**config.mk**
```make
export PLATFORM = sky130hd
export DESIGN_NAME = card_flip_controller
export DESIGN_NICKNAME = d
export VERILOG_FILES = /design/src/rtl/card_pkg.sv /design/src/rtl/cursor_ctrl.sv /design/src/rtl/card_flip_controller.sv
export SDC_FILE = /design/constraint.sdc
export NUM_CORES = 1
export LEC_CHECK = 0
export ABC_CLOCK_PERIOD_IN_PS = 4800
export CAP_MARGIN = 20
export CORE_MARGIN = 10
export CORE_UTILIZATION = 44
export CTS_BUF_LIST = sky130_fd_sc_hd__clkbuf_16
export CTS_CLUSTER_DIAMETER = 150
export DETAILED_ROUTE_END_ITERATION = 8
export GPL_TIMING_DRIVEN = 0
export PLACE_DENSITY = 0.82
export SLEW_MARGIN = 10
export SYNTH_ARGS = -nofsm -noshare
export SYNTH_HDL_FRONTEND = slang
export SYNTH_HIERARCHICAL = 1
export SYNTH_SLANG_ARGS = --single-unit
```
**constraint.sdc**
```tcl
create_clock -name clk -period 4.8 [get_ports clk]
set_input_delay 0.96 -clock clk [delete_from_list [all_inputs] [get_ports clk]]
set_output_delay 0.96 -clock clk [all_outputs]
set_load 0.1 [all_outputs]
```
**src/rtl/card_pkg.sv**
```systemverilog
// Shared types and constants for the memory-game turn controller.
// Card word layout: [4:2] symbol, [1:0] state.
package card_pkg;

    typedef logic [4:0] card_t;

    localparam logic [1:0] CARD_CLOSED  = 2'b00;
    localparam logic [1:0] CARD_OPEN    = 2'b01;
    localparam logic [1:0] CARD_MATCHED = 2'b10;

    localparam int N_CARDS_DEFAULT = 16;

    typedef enum logic [2:0] {
        ST_IDLE,
        ST_PICK1,
        ST_PICK2,
        ST_SHOW,
        ST_VERIFY,
        ST_WAIT_DONE,
        ST_OVER
    } state_t;

    function automatic logic [1:0] card_state(input card_t c);
        return c[1:0];
    endfunction

endpackage

```
**src/rtl/cursor_ctrl.sv**
```systemverilog
// Wrap-around board cursor: one step left or right per enabled cycle;
// simultaneous left and right cancel out.
module cursor_ctrl #(
    parameter int N_POS = 16,
    parameter int W     = $clog2(N_POS)
) (
    input  logic         clk,
    input  logic         rst,
    input  logic         i_clear,
    input  logic         i_en,
    input  logic         i_left,
    input  logic         i_right,
    output logic [W-1:0] o_cursor
);

    logic [W-1:0] r_cursor;

    // NOTE: sequential state uses non-blocking assignments so every register
    // samples the pre-edge values of its neighbours.
    always_ff @(posedge clk or posedge rst) begin
        if (rst) begin
            r_cursor <= '0;
        end else if (i_clear) begin
            r_cursor <= '0;
        end else if (i_en && (i_left ^ i_right)) begin
            if (i_right)
                r_cursor <= (r_cursor == W'(N_POS - 1)) ? '0 : r_cursor + W'(1);
            else
                r_cursor <= (r_cursor == '0) ? W'(N_POS - 1) : r_cursor - W'(1);
        end
    end

    assign o_cursor = r_cursor;

endmodule

```
**src/rtl/card_flip_controller.sv**
```systemverilog
// Player-turn controller for the memory game, upstream of the pair verifier.
// Optional turn timeout is built in when TURN_TIMEOUT_EN is defined.
module card_flip_controller
    import card_pkg::*;
#(
    parameter int N_CARDS        = N_CARDS_DEFAULT,
    parameter int SHOW_CYCLES    = 50000000,
    parameter int TIMEOUT_CYCLES = 750000000
) (
    input  logic                       clk,
    input  logic                       rst,
    input  logic                       i_board_load,
    input  logic [5*N_CARDS-1:0]       i_board_in,
    input  logic                       i_btn_left,
    input  logic                       i_btn_right,
    input  logic                       i_btn_sel,
    output logic [5*N_CARDS-1:0]       o_board_out,
    output logic [$clog2(N_CARDS)-1:0] o_cursor,
    output logic                       o_verify_start,
    input  logic                       i_verify_done,
    input  logic                       i_verify_match,
    input  logic [5*N_CARDS-1:0]       i_verify_board,
    output logic                       o_cur_player,
    output logic                       o_game_over,
    output logic                       o_turn_timeout
);

    localparam int CUR_W   = $clog2(N_CARDS);
    localparam int CNT_MAX = (SHOW_CYCLES > TIMEOUT_CYCLES) ? SHOW_CYCLES : TIMEOUT_CYCLES;
    localparam int CNT_W   = $clog2(CNT_MAX + 1);

    state_t           r_state, w_next_state;
    card_t            r_board [N_CARDS];
    card_t            w_board_in [N_CARDS];
    card_t            w_vboard [N_CARDS];
    logic [CUR_W-1:0] r_cursor, r_pos1;
    logic [CNT_W-1:0] r_cnt;
    logic             r_player;
    logic             w_load, w_open, w_show_start, w_take_verify, w_timeout;
    logic             w_cursor_en, w_cursor_closed, w_all_matched, w_turn_expired;

    for (genvar g = 0; g < N_CARDS; g++) begin : g_pack
        assign w_board_in[g]       = i_board_in[5*g +: 5];
        assign w_vboard[g]         = i_verify_board[5*g +: 5];
        assign o_board_out[5*g +: 5] = r_board[g];
    end

    cursor_ctrl #(.N_POS(N_CARDS), .W(CUR_W)) u_cursor (
        .clk      (clk),
        .rst      (rst),
        .i_clear  (w_load),
        .i_en     (w_cursor_en),
        .i_left   (i_btn_left),
        .i_right  (i_btn_right),
        .o_cursor (r_cursor)
    );

    assign w_cursor_closed = (card_state(r_board[r_cursor]) == CARD_CLOSED);

    always_comb begin
        w_all_matched = 1'b1;
        for (int i = 0; i < N_CARDS; i++)
            if (card_state(w_vboard[i]) != CARD_MATCHED) w_all_matched = 1'b0;
    end

`ifdef TURN_TIMEOUT_EN
    assign w_turn_expired = (r_cnt == '0);
`else
    assign w_turn_expired = 1'b0;
`endif

    always_ff @(posedge clk or posedge rst) begin
        if (rst) r_state <= ST_IDLE;
        else     r_state <= w_next_state;
    end

    // NOTE: every signal driven here gets a default first, so no path can
    // leave one unassigned and infer a latch.
    always_comb begin
        w_next_state  = r_state;
        w_load        = 1'b0;
        w_open        = 1'b0;
        w_show_start  = 1'b0;
        w_take_verify = 1'b0;
        w_timeout     = 1'b0;
        w_cursor_en   = 1'b0;
        case (r_state)
            ST_IDLE, ST_OVER: begin
                if (i_board_load) begin
                    w_load       = 1'b1;
                    w_next_state = ST_PICK1;
                end
            end
            ST_PICK1: begin
                w_cursor_en = 1'b1;
                if (w_turn_expired) begin
                    w_timeout = 1'b1;
                end else if (i_btn_sel && w_cursor_closed) begin
                    w_open       = 1'b1;
                    w_next_state = ST_PICK2;
                end
            end
            ST_PICK2: begin
                w_cursor_en = 1'b1;
                if (w_turn_expired) begin
                    w_timeout    = 1'b1;
                    w_next_state = ST_PICK1;
                end else if (i_btn_sel && w_cursor_closed && (r_cursor != r_pos1)) begin
                    w_open       = 1'b1;
                    w_show_start = 1'b1;
                    w_next_state = ST_SHOW;
                end
            end
            ST_SHOW:   if (r_cnt == '0) w_next_state = ST_VERIFY;
            ST_VERIFY: w_next_state = ST_WAIT_DONE;
            ST_WAIT_DONE: begin
                if (i_verify_done) begin
                    w_take_verify = 1'b1;
                    w_next_state  = w_all_matched ? ST_OVER : ST_PICK1;
                end
            end
            default: w_next_state = ST_IDLE;
        endcase
    end

    // NOTE: the board is a small register file that must come out of reset
    // all-closed, so unlike a RAM it is cleared element by element.
    always_ff @(posedge clk or posedge rst) begin
        if (rst) begin
            for (int i = 0; i < N_CARDS; i++) r_board[i] <= '0;
        end else if (w_load) begin
            r_board <= w_board_in;
        end else if (w_open) begin
            r_board[r_cursor][1:0] <= CARD_OPEN;
        end else if (w_take_verify) begin
            r_board <= w_vboard;
        end else if (w_timeout) begin
            for (int i = 0; i < N_CARDS; i++)
                if (card_state(r_board[i]) == CARD_OPEN) r_board[i][1:0] <= CARD_CLOSED;
        end
    end

    always_ff @(posedge clk or posedge rst) begin
        if (rst) begin
            r_player <= 1'b0;
            r_pos1   <= '0;
        end else begin
            if (w_load)
                r_player <= 1'b0;
            else if ((w_take_verify && !i_verify_match) || w_timeout)
                r_player <= ~r_player;
            if (w_open && (r_state == ST_PICK1))
                r_pos1 <= r_cursor;
        end
    end

    // One down-counter serves both the show delay and the turn timeout;
    // the two never run in the same state.
    always_ff @(posedge clk or posedge rst) begin
        if (rst)
            r_cnt <= '0;
        else if (w_show_start)
            r_cnt <= CNT_W'(SHOW_CYCLES - 1);
`ifdef TURN_TIMEOUT_EN
        else if (w_load || w_open || w_take_verify || w_timeout)
            r_cnt <= CNT_W'(TIMEOUT_CYCLES - 1);
`endif
        else if (r_cnt != '0)
            r_cnt <= r_cnt - CNT_W'(1);
    end

`ifdef TURN_TIMEOUT_EN
    logic r_turn_timeout;
    always_ff @(posedge clk or posedge rst) begin
        if (rst) r_turn_timeout <= 1'b0;
        else     r_turn_timeout <= w_timeout;
    end
    assign o_turn_timeout = r_turn_timeout;
`else
    assign o_turn_timeout = 1'b0;
`endif

    assign o_cursor       = r_cursor;
    assign o_cur_player   = r_player;
    assign o_verify_start = (r_state == ST_VERIFY);
    assign o_game_over    = (r_state == ST_OVER);

endmodule
```
==> flow_results.org <==
** Synthesis
- Synth warn :: 6
- Yosys mapped a number of flops with a built-in enable equal to 0.
- In the synthesized netlist the dominant register cell turns out to be sky130_fd_sc_hd__dfrtp_1.
- When the netlist entered floorplanning its net count stood at ~850.
- Share of synthesized area occupied by flip-flops and latches :: 48.8%
- The top cell type by area accounts for 48.8% of the synthesized area.
- The biggest area contributor in the post-synthesis netlist is sky130_fd_sc_hd__dfrtp_1.
- Post-Syn Instances :: between 600 and 700
- In the post-synthesis netlist, the biggest area contributors are sky130_fd_sc_hd__dfrtp_1, sky130_fd_sc_hd__nor2_1, sky130_fd_sc_hd__o22ai_1.
- Avg Inst Size Synth :: approximately 9 µm²
- Cell variety after synth :: between 60 and 70
- Post-synth ARST share :: 100%
- After synthesis the netlist holds a flip-flop and latch count of approximately 120.
- The mapped netlist covers about 6300 µm².

** Worst setup path
- STA classifies the critical path endpoint as a primary output.
- The largest single stage delay on the critical path is about 1.1 ns.
- Data arrives at the worst endpoint at 2.64 ns.
- WS Path Type :: flip-flop to primary output
- Walking the worst path, the cells encountered are clkbuf_1 > nor2b_1 > and2_1 > clkdlybuf4s50_1.
- In this design, the largest share of critical-path delay is due to buffers and inverters.
- Maximum fanout along the worst path :: 10
- Buffers & Inverters on Critical Path :: 2
- CP Data Required Time :: roughly 3.8 ns
- The critical path starts at r_state[1].
- The largest individual stage delay along the critical path comes from the cell sky130_fd_sc_hd__clkdlybuf4s50_1.
- Critical R2R Launch :: r_state[1]
- STA classifies the critical path startpoint as a flip-flop.

** STA
- Unrepaired setup endpoints after global routing :: no
- The max-slew violation count came to 0.
- For the pin with the worst max-slew slack, the measured transition is around 1.1 ns.
- Final setup violation count :: 0
- Final hold violation count :: 0
- Tcrit/Tclk final :: about three quarters
- Final setup TNS :: 0 ns
- For this run, the top clock speed supported by timing is 278 MHz.
- Largest clock skew in the final design :: around 0.0086 ns
- Worst hold slack :: between 0.4 and 0.5 ns
- The worst path meets setup with 1.20 ns of slack.
- After layout, the minimum clock period comes to around 3.6 ns.
- The worst pin sits at a relative slew slack of 27.1%.

** Floorplan
- In this run the vertical extent of the chip is between 100 and 150 µm.
- Once the floorplan was initialized, standard cells occupied between 40% and 50% of the core.
- Width of the chip :: 139 µm
- Die area :: roughly 19,000 µm²
- Io pins :: approximately 260
- Core region area :: roughly 14,000 µm²
- The floorplan has between 40 and 50 rows.

** Global route
- Met1 Use GR :: 25.0%
- After global routing the overflow that remains totals 0.
- The number of global-route vias before repair is 6,545.
- Maximum number of pins on one net before global-route repair :: between 70 and 80
- For this run, global-route usage on met2 was measured as ~43%.
- Busiest layer in global routing :: met2
- For this run, global-route usage on met3 was measured as roughly 9.0%.
- The first global-routing pass estimated 37,200 µm of wire.
- The number of antenna violations at the first check in global routing came to 0.
- In the global route stage, overall resource usage came out at about a quarter.

** Power and ir drop
- For this design the static power due to leakage is between 3 and 4 nW.
- Power after layout :: 7.95 mW
- Power per Cell Area :: 820 nW/µm²
- Highest ir drop seen on vdd :: between 0.5 and 0.6 mV

** Finish
- After filler insertion, the fill cell instance count of the layout stands at approximately 1.1k.
- Final std cells w/o fill :: roughly 1.1k
- Commonest cells after routing, fill and taps aside :: sky130_fd_sc_hd__clkdlybuf4s50_1, sky130_fd_sc_hd__nor2_1, sky130_fd_sc_hd__dfrtp_1
- Net count, final :: approximately 1.1k
- 0 antenna diodes ended up in the layout.
- Final standard cell area without fillers :: around 9700 µm²
- For this run, the share of the core covered by cells in the final layout is between 60% and 70%.
- Area growth, synth to finish :: 55.0%
- Fraction of layout instances using a drive strength above 1 :: slightly below 7%
- Most common library cell in the layout ignoring fill and taps :: sky130_fd_sc_hd__clkdlybuf4s50_1

** Clocking
- Clock latency of the later-clocked register in the worst-skew pair :: 0.43 ns
- TritonCTS clock tree :: yes
- The number of hold buffers added after CTS was 0.
- Gates resized during post-CTS repair numbered 0.
- Total clock sinks :: between 100 and 150
- Counting the buffers created by CTS gives 17.
- Once the clock tree was built, the setup fixing pass inserted 0 buffers.
- Clock-pin slew was measured on the worst setup and hold paths at about 0.060 ns.
- The tree is rooted in a sky130_fd_sc_hd__clkbuf_16.
- CTS built an H-tree with a depth of 4.
- Clock Tree Buf Depth :: 2

** Worst hold path
- Worst hold-check path type :: flip-flop to flip-flop
- In this run the most critical hold path is launched from o_board_out[23].

** Drt
- Post-route DRC violation count :: 0
- The first detailed-routing pass ran for 5 iterations.
- The detailed router placed ~6.5k vias in this run.
- ANT nets after route :: 0
- Drt total wl :: between 20,000 and 25,000 µm
- Routed wirelength normalized by instance count :: roughly 22 µm
- After detailed routing, the number of vias per cell comes to roughly 5.6.
- In this run, the number of DRC markers left after iteration 0 of detailed routing was roughly 430.

** Placement
- The congestion estimate from routability-driven global placement came to about 0.94.
- Worst setup slack before clock tree synthesis :: approximately 1.4 ns
- HPWL after DPL :: between 15,000 and 20,000 µm
- In this run the tool buffered the top-level ports with roughly 250 buffer cells.
- Including well taps, the total number of placed cells is about 1.1k.
- Cell Area, Placed :: approximately 9000 µm²

** Flow run
- Max-cap violations :: 0

** Run status
- The run finished with clean final reports.
worst register-to-register path, stage by stage (launching register included):
cell and delay, ns:
sky130_fd_sc_hd__dfrtp_1 0.32, sky130_fd_sc_hd__clkbuf_1 0.30, sky130_fd_sc_hd__nand2b_1 0.16, sky130_fd_sc_hd__nand4_1 0.34
sky130_fd_sc_hd__clkbuf_1 0.48, sky130_fd_sc_hd__buf_1 0.41, sky130_fd_sc_hd__inv_1 0.26, sky130_fd_sc_hd__a311o_1 0.32
sky130_fd_sc_hd__o21ai_1 0.13
Yosys cell counts, types with 5 or more instances:
master and instances:
sky130_fd_sc_hd__nor2_1 147, sky130_fd_sc_hd__dfrtp_1 122, sky130_fd_sc_hd__o22ai_1 79, sky130_fd_sc_hd__clkbuf_1 32, sky130_fd_sc_hd__a21oi_1 22, sky130_fd_sc_hd__mux2i_1 17, sky130_fd_sc_hd__or3_1 16, sky130_fd_sc_hd__o31ai_1 15
sky130_fd_sc_hd__inv_1 14, sky130_fd_sc_hd__nand2_1 13, sky130_fd_sc_hd__o21ai_0 13, sky130_fd_sc_hd__nand3_1 11, sky130_fd_sc_hd__nand4_1 11, sky130_fd_sc_hd__or2_2 11, sky130_fd_sc_hd__nor4_1 10, sky130_fd_sc_hd__nand2b_1 9
sky130_fd_sc_hd__xor2_1 9, sky130_fd_sc_hd__and2_1 8, sky130_fd_sc_hd__nor3_1 8, sky130_fd_sc_hd__nor4bb_1 8, sky130_fd_sc_hd__or4_1 7, sky130_fd_sc_hd__o41ai_1 6, sky130_fd_sc_hd__xnor2_1 6, sky130_fd_sc_hd__a21boi_1 5
sky130_fd_sc_hd__nor2b_1 5, sky130_fd_sc_hd__o211ai_1 5
path summary, 6_finish.rpt:
path	to	slack [ns]	cells after the start
min in group asynchronous	u_cursor/o_cursor[1]	0.85	2
max in group asynchronous	o_board_out[72]	3.12	3
min	o_board_out[23]	0.49	2
max	o_game_over	1.20	4
max reg2reg	u_cursor/o_cursor[3]	2.01	8
min reg2reg	o_board_out[23]	0.49	2
report_power, final:
group          switching (mW)  leakage [nW]  internal, mW
Combinational            3.54          2.21          1.16
Sequential              0.377          1.38          1.45
Clock                   0.497         0.311         0.922
area by class of cell:
| class | instances | area, µm² | share of cell area [%] |
|---|---|---|---|
| inverter | 16 | 65.1 | 0.671 |
| clock inverter | 15 | 223 | 2.30 |
| buffer | 41 | 168 | 1.73 |
| sequential | 122 | 3050 | 31.5 |
| tap | 180 | 225 | 2.32 |
| multi-input combinational | 497 | 2970 | 30.7 |
| timing repair buffer | 254 | 2560 | 26.4 |
| clock buffer | 17 | 425 | 4.39 |
state kept, by name (all words and copies together) (netlist names):
name and flops:
o_board_out 80, o_cur_player 1, r_cnt 30, r_pos1 4
r_state 3, u_cursor/o_cursor 4
kinds of logic after synthesis:
family / after synthesis / share of synthesized area [%]
other cells: 1 / 0.0600
buf+inv: 57 / 3.64
xor+xnor: 15 / 2.10
flops: 122 / 48.8
mux: 21 / 3.44
fa+ha+maj: 4 / 0.800
compound gates: 173 / 18.1
simple gates: 283 / 23.0
routing by layer:
layer	part of all wire [%]	vias to the layer above	routed length, µm
met1	36	3123	9020
met5	0	-	0
li1	-	3023	-
met4	3.7	0	919
met2	52	253	12900
met3	7.6	52	1880
(Power assumes the default switching activity.)
